[src/rtl/seg7_reader.sv]
// Two-digit 7-segment readback block.
// The block synchronizes the active-low segment lines of both digits and
// waits until a pattern has been stable for STABLE_CYCLES samples. It then
// decodes any newly accepted pattern to BCD digits plus a binary value.
module seg7_reader #(
  parameter int unsigned STABLE_CYCLES = 4
) (
  input  logic       clk,
  input  logic       rst_n,
  input  logic       en,
  input  logic [6:0] seg_h,
  input  logic [6:0] seg_l,
  output logic       valid,
  output logic [3:0] tens,
  output logic [3:0] ones,
  output logic [6:0] value,
  output logic       blank,
  output logic       err
);

  localparam int unsigned SEG_W = 7;
  localparam int unsigned PAT_W = 2 * SEG_W;
  localparam int unsigned CNT_W = 8;
  localparam int unsigned VAL_W = 7;

  localparam logic [SEG_W-1:0] SEG_BLANK = 7'h7F;
  localparam logic [PAT_W-1:0] PAT_BLANK = {SEG_BLANK, SEG_BLANK};
  localparam logic [CNT_W-1:0] CNT_MAX   = CNT_W'(STABLE_CYCLES);
  localparam logic [CNT_W-1:0] CNT_LAST  = CNT_W'(STABLE_CYCLES - 1);

  typedef enum logic {
    SETTLE  = 1'b0,
    PUBLISH = 1'b1
  } state_t;

  // Decoded form of one segment code.
  typedef struct packed {
    logic       is_digit;
    logic       is_blank;
    logic [3:0] digit;
  } dec_t;

  state_t           state;
  state_t           state_nxt;
  logic [PAT_W-1:0] sync1;
  logic [PAT_W-1:0] s;
  logic [PAT_W-1:0] s_prev;
  logic [PAT_W-1:0] pub;
  logic [PAT_W-1:0] cand;
  logic [CNT_W-1:0] cnt;
  logic             same_c;
  logic             accept_c;

  dec_t             dec_h_c;
  dec_t             dec_l_c;
  logic             nxt_blank_c;
  logic             nxt_err_c;
  logic [3:0]       nxt_tens_c;
  logic [3:0]       nxt_ones_c;
  logic [VAL_W-1:0] nxt_value_c;

  // Inverse of the digit-to-segment encoder (a = MSB, 0 = lit).
  function automatic dec_t seg_decode(input logic [SEG_W-1:0] code);
    dec_t d;
    d.is_digit = 1'b1;
    d.is_blank = 1'b0;
    d.digit    = 4'd0;
    case (code)
      7'h01:   d.digit = 4'd0;
      7'h4F:   d.digit = 4'd1;
      7'h12:   d.digit = 4'd2;
      7'h06:   d.digit = 4'd3;
      7'h4C:   d.digit = 4'd4;
      7'h24:   d.digit = 4'd5;
      7'h60:   d.digit = 4'd6;
      7'h0F:   d.digit = 4'd7;
      7'h00:   d.digit = 4'd8;
      7'h0C:   d.digit = 4'd9;
      7'h7F: begin
        d.is_digit = 1'b0;
        d.is_blank = 1'b1;
      end
      default: d.is_digit = 1'b0;
    endcase
    return d;
  endfunction

  assign same_c   = (s == s_prev);
  assign accept_c = en && same_c && (cnt == CNT_LAST);

  // Two-flop synchronizer plus previous-sample stage.
  always_ff @(posedge clk or negedge rst_n) begin
    if (!rst_n) begin
      sync1  <= PAT_BLANK;
      s      <= PAT_BLANK;
      s_prev <= PAT_BLANK;
    end else begin
      sync1  <= {seg_h, seg_l};
      s      <= sync1;
      s_prev <= s;
    end
  end

  // Stability counter: clears on disable or change, saturates at STABLE_CYCLES.
  always_ff @(posedge clk or negedge rst_n) begin
    if (!rst_n) begin
      cnt <= '0;
    end else if (!en || !same_c) begin
      cnt <= '0;
    end else if (cnt < CNT_MAX) begin
      cnt <= cnt + CNT_W'(1);
    end
  end

  // Candidate pattern captured on the accept edge for use during PUBLISH.
  always_ff @(posedge clk or negedge rst_n) begin
    if (!rst_n) begin
      cand <= PAT_BLANK;
    end else if (accept_c) begin
      cand <= s;
    end
  end

  // FSM state register.
  always_ff @(posedge clk or negedge rst_n) begin
    if (!rst_n) begin
      state <= SETTLE;
    end else begin
      state <= state_nxt;
    end
  end

  // FSM next state: only an accepted pattern that differs from pub publishes.
  always_comb begin
    state_nxt = state;
    case (state)
      SETTLE:  if (accept_c && (s != pub)) state_nxt = PUBLISH;
      PUBLISH: state_nxt = SETTLE;
      default: state_nxt = SETTLE;
    endcase
  end

  // Decode of the candidate; an undecodable pattern holds the digits and value.
  always_comb begin
    dec_h_c     = seg_decode(cand[PAT_W-1:SEG_W]);
    dec_l_c     = seg_decode(cand[SEG_W-1:0]);
    nxt_blank_c = 1'b0;
    nxt_err_c   = 1'b0;
    nxt_tens_c  = tens;
    nxt_ones_c  = ones;
    nxt_value_c = value;
    if (dec_h_c.is_blank && dec_l_c.is_blank) begin
      nxt_blank_c = 1'b1;
      nxt_tens_c  = 4'd0;
      nxt_ones_c  = 4'd0;
      nxt_value_c = '0;
    end else if (dec_l_c.is_digit && (dec_h_c.is_blank || dec_h_c.is_digit)) begin
      nxt_tens_c  = dec_h_c.is_blank ? 4'd0 : dec_h_c.digit;
      nxt_ones_c  = dec_l_c.digit;
      nxt_value_c = (VAL_W'(nxt_tens_c) << 3) + (VAL_W'(nxt_tens_c) << 1)
                  + VAL_W'(nxt_ones_c);
    end else begin
      nxt_err_c   = 1'b1;
    end
  end

  // Registered outputs and published pattern, loaded on the PUBLISH cycle.
  always_ff @(posedge clk or negedge rst_n) begin
    if (!rst_n) begin
      valid <= 1'b0;
      tens  <= 4'd0;
      ones  <= 4'd0;
      value <= '0;
      blank <= 1'b1;
      err   <= 1'b0;
      pub   <= PAT_BLANK;
    end else if (state == PUBLISH) begin
      valid <= 1'b1;
      tens  <= nxt_tens_c;
      ones  <= nxt_ones_c;
      value <= nxt_value_c;
      blank <= nxt_blank_c;
      err   <= nxt_err_c;
      pub   <= cand;
    end else begin
      valid <= 1'b0;
    end
  end

endmodule
[config.mk]
export PLATFORM = sky130hd
export DESIGN_NAME = seg7_reader
export DESIGN_NICKNAME = d
export VERILOG_FILES = /design/src/rtl/seg7_reader.sv
export SDC_FILE = /design/constraint.sdc
export NUM_CORES = 1
export LEC_CHECK = 0
export ABC_CLOCK_PERIOD_IN_PS = 3450
export CAP_MARGIN = 20
export CORE_MARGIN = 1
export CORE_UTILIZATION = 52
export CTS_CLUSTER_DIAMETER = 30
export DETAILED_ROUTE_END_ITERATION = 8
export MAX_ROUTING_LAYER = met4
export PLACE_DENSITY = 0.76
export SETUP_SLACK_MARGIN = 0.4
export SYNTH_ARGS = -nofsm -noshare
export SYNTH_HDL_FRONTEND = slang
export SYNTH_SLANG_ARGS = --single-unit
[constraint.sdc]
create_clock -name clk -period 3.45 [get_ports clk]
set_input_delay 0.69 -clock clk [delete_from_list [all_inputs] [get_ports clk]]
set_output_delay 0.69 -clock clk [all_outputs]
set_load 0.05 [all_outputs]
==> results.tsv <==
stage	metric	value	unit
detailed_routing	avgRoutedWirePerCell	16.1	µm
clock_network	cts_buffer_depth	2	
die	chipHeight	91.8	µm
grt	grt_pass1_vias	2540	
clock_network	ctsHtreeMaxLevel	3	
worst_setup_path	cp.arrival	3.47	ns
grt	grt-ovfl-total	0	
cells_and_area	diodes	0	
grt	grt_pass1_wl	12.4	mm
synthesis	netlist_instances	305	
die	core-area	0.00777	mm²
clock_network	holdBufCountCts	0	
power_and_ir_drop	clock_power_share	39.5	%
place	gp_congestion	0.836	
detailed_routing	wl_met1	3.29	mm
timing	rsz0062_at_grt	true	
die	initial_core_util	53.9	%
place	dp_slack	0.0883	ns
detailed_routing	wl_met3	203	µm
detailed_routing	top_layer	met4	
timing	fin_crit	3.21	ns
cells_and_area	fillCellCount	572	
detailed_routing	ant_nets	0	
detailed_routing	route.met2.wl	3.68	mm
cells_and_area	final_common_cell	dfstp_2	
clock_network	cts_tree	yes	
synthesis	syn-num-nets	332	
synthesis	avgSynthCellArea	13.7	µm²
synthesis	yosysSeqAreaShare	59.5	%
timing	fmax	312	MHz
timing	period_share	93.0	%
grt	grt_util_all_layers	19.8	%
cells_and_area	seqCellArea	0.00249	mm²
grt	grt_max_degree	41	
timing	relSlewSlack	60.6	%
place	hpwl	4.83	mm
synthesis	syn_area	0.00419	mm²
power_and_ir_drop	powerDensity	417	mW/mm²
power_and_ir_drop	ir_worst_vdd	330	µV
grt	antenna_found_initial	0	
timing	tightest_slew	0.586	ns
power_and_ir_drop	sw_frac_of_total	22.0	%
clock_network	clock_sinks	96	
cells_and_area	fin_nets	377	
cells_and_area	mostFrequentLayoutCells	dfstp_2 (71), mux2_2 (33), clkdlybuf4s50_1 (33)	
die	die_w	91.8	µm
worst_setup_path	critPathKind	reg -> reg	
detailed_routing	vias_per_cell	5.46	
place	portBuffers	34	
timing	finalSetupViolCount	0	
clock_network	cts_made_buffers	9	
power_and_ir_drop	p_leak	2.05	nW
power_and_ir_drop	power.internal	1.62	mW
die	die_area	0.00842	mm²
timing	hold_viol	0	
clock_network	clk_pin_slew	0.10	ns
worst_setup_path	critPathMaxFanout	8	
timing	setup_ws	0.241	ns
synthesis	async_flop_share	100	%
die	io_pins	35	
detailed_routing	drc_errors	0	
worst_setup_path	cp.required	3.71	ns
power_and_ir_drop	seqPwrFrac	57.3	%
power_and_ir_drop	pwr-share-comb	3.2	%
timing	skew	0.0112	ns
run	maxCapViolations	0	
detailed_routing	detail_route.iter0.violations	123	
synthesis	synth_edf_count	0	
cells_and_area	fin_util	64.2	%
power_and_ir_drop	power_switching	0.457	mW
hold_path	hold_class	in -> async	
clock_network	worstSkewPairLatency	0.36	ns
timing	drv_slew	0	
synthesis	yosysUniqueCellTypes	48	
cells_and_area	multi_input_area	0.00163	mm²
synthesis	synth-seq-cells	96	
synthesis	ys.warnings.count	0	
worst_setup_path	endpoint_kind	flop	
outcome	status	completed	
timing	tns	0	ns
cells_and_area	drive_gt1_share	44.2	%
synthesis	synthFlopType	dfstp_2	
worst_setup_path	cp-start-kind	flop	
clock_network	root_buffer	clkbuf_8	
die	rows	32	
cells_and_area	areaGrowthSynthToFinish	19.0	%
detailed_routing	vias	2494	
detailed_routing	routed_wl	7.35	mm
detailed_routing	dr.pass1.iters	4	
==> cell usage after synthesis (2+ instances only) <==
cell type	instances	area share [%]
nand3b_1	2	0.36
nor3b_1	6	1.1
xor2_1	5	1.0
inv_1	7	0.63
o211ai_1	5	0.90
nor4_1	5	0.75
nor3_1	5	0.60
ha_1	8	2.4
nand2_1	6	0.54
buf_2	6	0.72
nor2_1	4	0.36
fa_1	2	0.96
o21ai_0	6	0.72
nor2b_1	3	0.45
xnor2_1	29	6.1
nand4_1	8	1.2
nand3_1	4	0.48
mux2_2	33	8.9
nor4b_1	2	0.42
o2bb2ai_1	9	1.9
buf_4	3	0.54
and2_1	9	1.3
dfrtp_1	25	15
clkbuf_1	8	0.72
and3b_1	4	0.84
a21o_1	3	0.54
o21a_1	3	0.54
a21oi_1	4	0.48
dfstp_2	71	45
and3_1	2	0.30
==> final cells by class <==
cell class	count	share of cell area (%)
flip-flops and latches	96	50.0
multi-input cells	183	32.8
clock buffers	9	2.49
well taps	102	2.56
clock inverters	7	2.03
repair buffers	53	9.64
inverters	7	0.527
==> logic make-up (layout without fill, tap and decap cells) <==
group                      count (synthesis)  in the layout  share of synthesized area (%)
xor gates and xnor gates                  34             34                           7.11
buffers and inverters                     26             76                           2.96
adders and majority gates                 10             10                           3.35
DFF                                       96             96                           59.5
and+or+nand+nor                           67             67                           10.3
AOI/OAI and AO/OA                         37             37                           7.38
muxes                                     35             35                           9.47
==> registers in the layout, summed over array words and instances (netlist names) <==
signal,count
blank,1
ones,4
s_prev,14
err,1
pub,14
valid,1
state,1
s,14
tens,4
sync1,14
cnt,8
cand,14
value,6
==> power groups by stage <==
stage	clock network, mW	logic (mW)	registers (mW)
after floorplan	0	0.0227	1.20
after global placement	0	0.0665	1.21
after detailed placement	0	0.0675	1.21
after CTS	0.845	0.0681	1.19
after global routing	0.885	0.0746	1.20
final	0.822	0.0658	1.19
==> worst paths after layout <==
check	slack [ns]	from	to	cells past startpoint
max	0.24	cand[10]$_DFFE_PN1P_	value[6]$_DFFE_PN0P_	12
min	0.29	rst_n	tens[2]$_DFFE_PN0P_	1
max reg2reg	0.24	cand[10]$_DFFE_PN1P_	value[6]$_DFFE_PN0P_	12
min reg2reg	0.35	sync1[6]$_DFF_PN1_	s[6]$_DFF_PN1_	0
max in group asynchronous	2.33	rst_n	sync1[10]$_DFF_PN1_	2
min in group clk	0.35	sync1[6]$_DFF_PN1_	s[6]$_DFF_PN1_	0
==> stage by stage <==
stage	cell area (µm²)	instances	hold slack [ns]	power [mW]
2_1_floorplan	4230	305	0.345	1.23
3_3_place_gp	4640	429	0.345	1.27
3_5_place_dp	4640	429	0.347	1.28
4_1_cts	4940	454	0.306	2.11
5_1_grt	4980	457	0.333	2.16
6_report	4980	457	0.286	2.08
==> repair_timing <==
| item | CTS | global route |
|---|---|---|
| pin swaps | 2 | 3 |
| buffers inserted | 9 | 3 |
| endpoints found under the setup margin | 2 | 2 |
| resized for setup | 1 | 3 |
==> worst max-delay path, stage by stage, from the launching register on <==
cell and delay [ns]:
dfstp_2 0.62, buf_4 0.15, xnor2_1 0.06, a21oi_1 0.22
o21ai_0 0.12, and3_2 0.24, fa_1 0.51, fa_2 0.38
a21o_1 0.18, a21oi_2 0.15, nor3_1 0.07, a21o_1 0.17
mux2_2 0.25
==> routing by layer <==
metal / GRT usage (%) / up-vias
met1: 24.6 / 1265
met3: 3.32 / 15
met4: 9.51 / 0
li1: - / 1159
met5: - / -
met2: 31.9 / 55
Power figures use the tool's default switching activity.
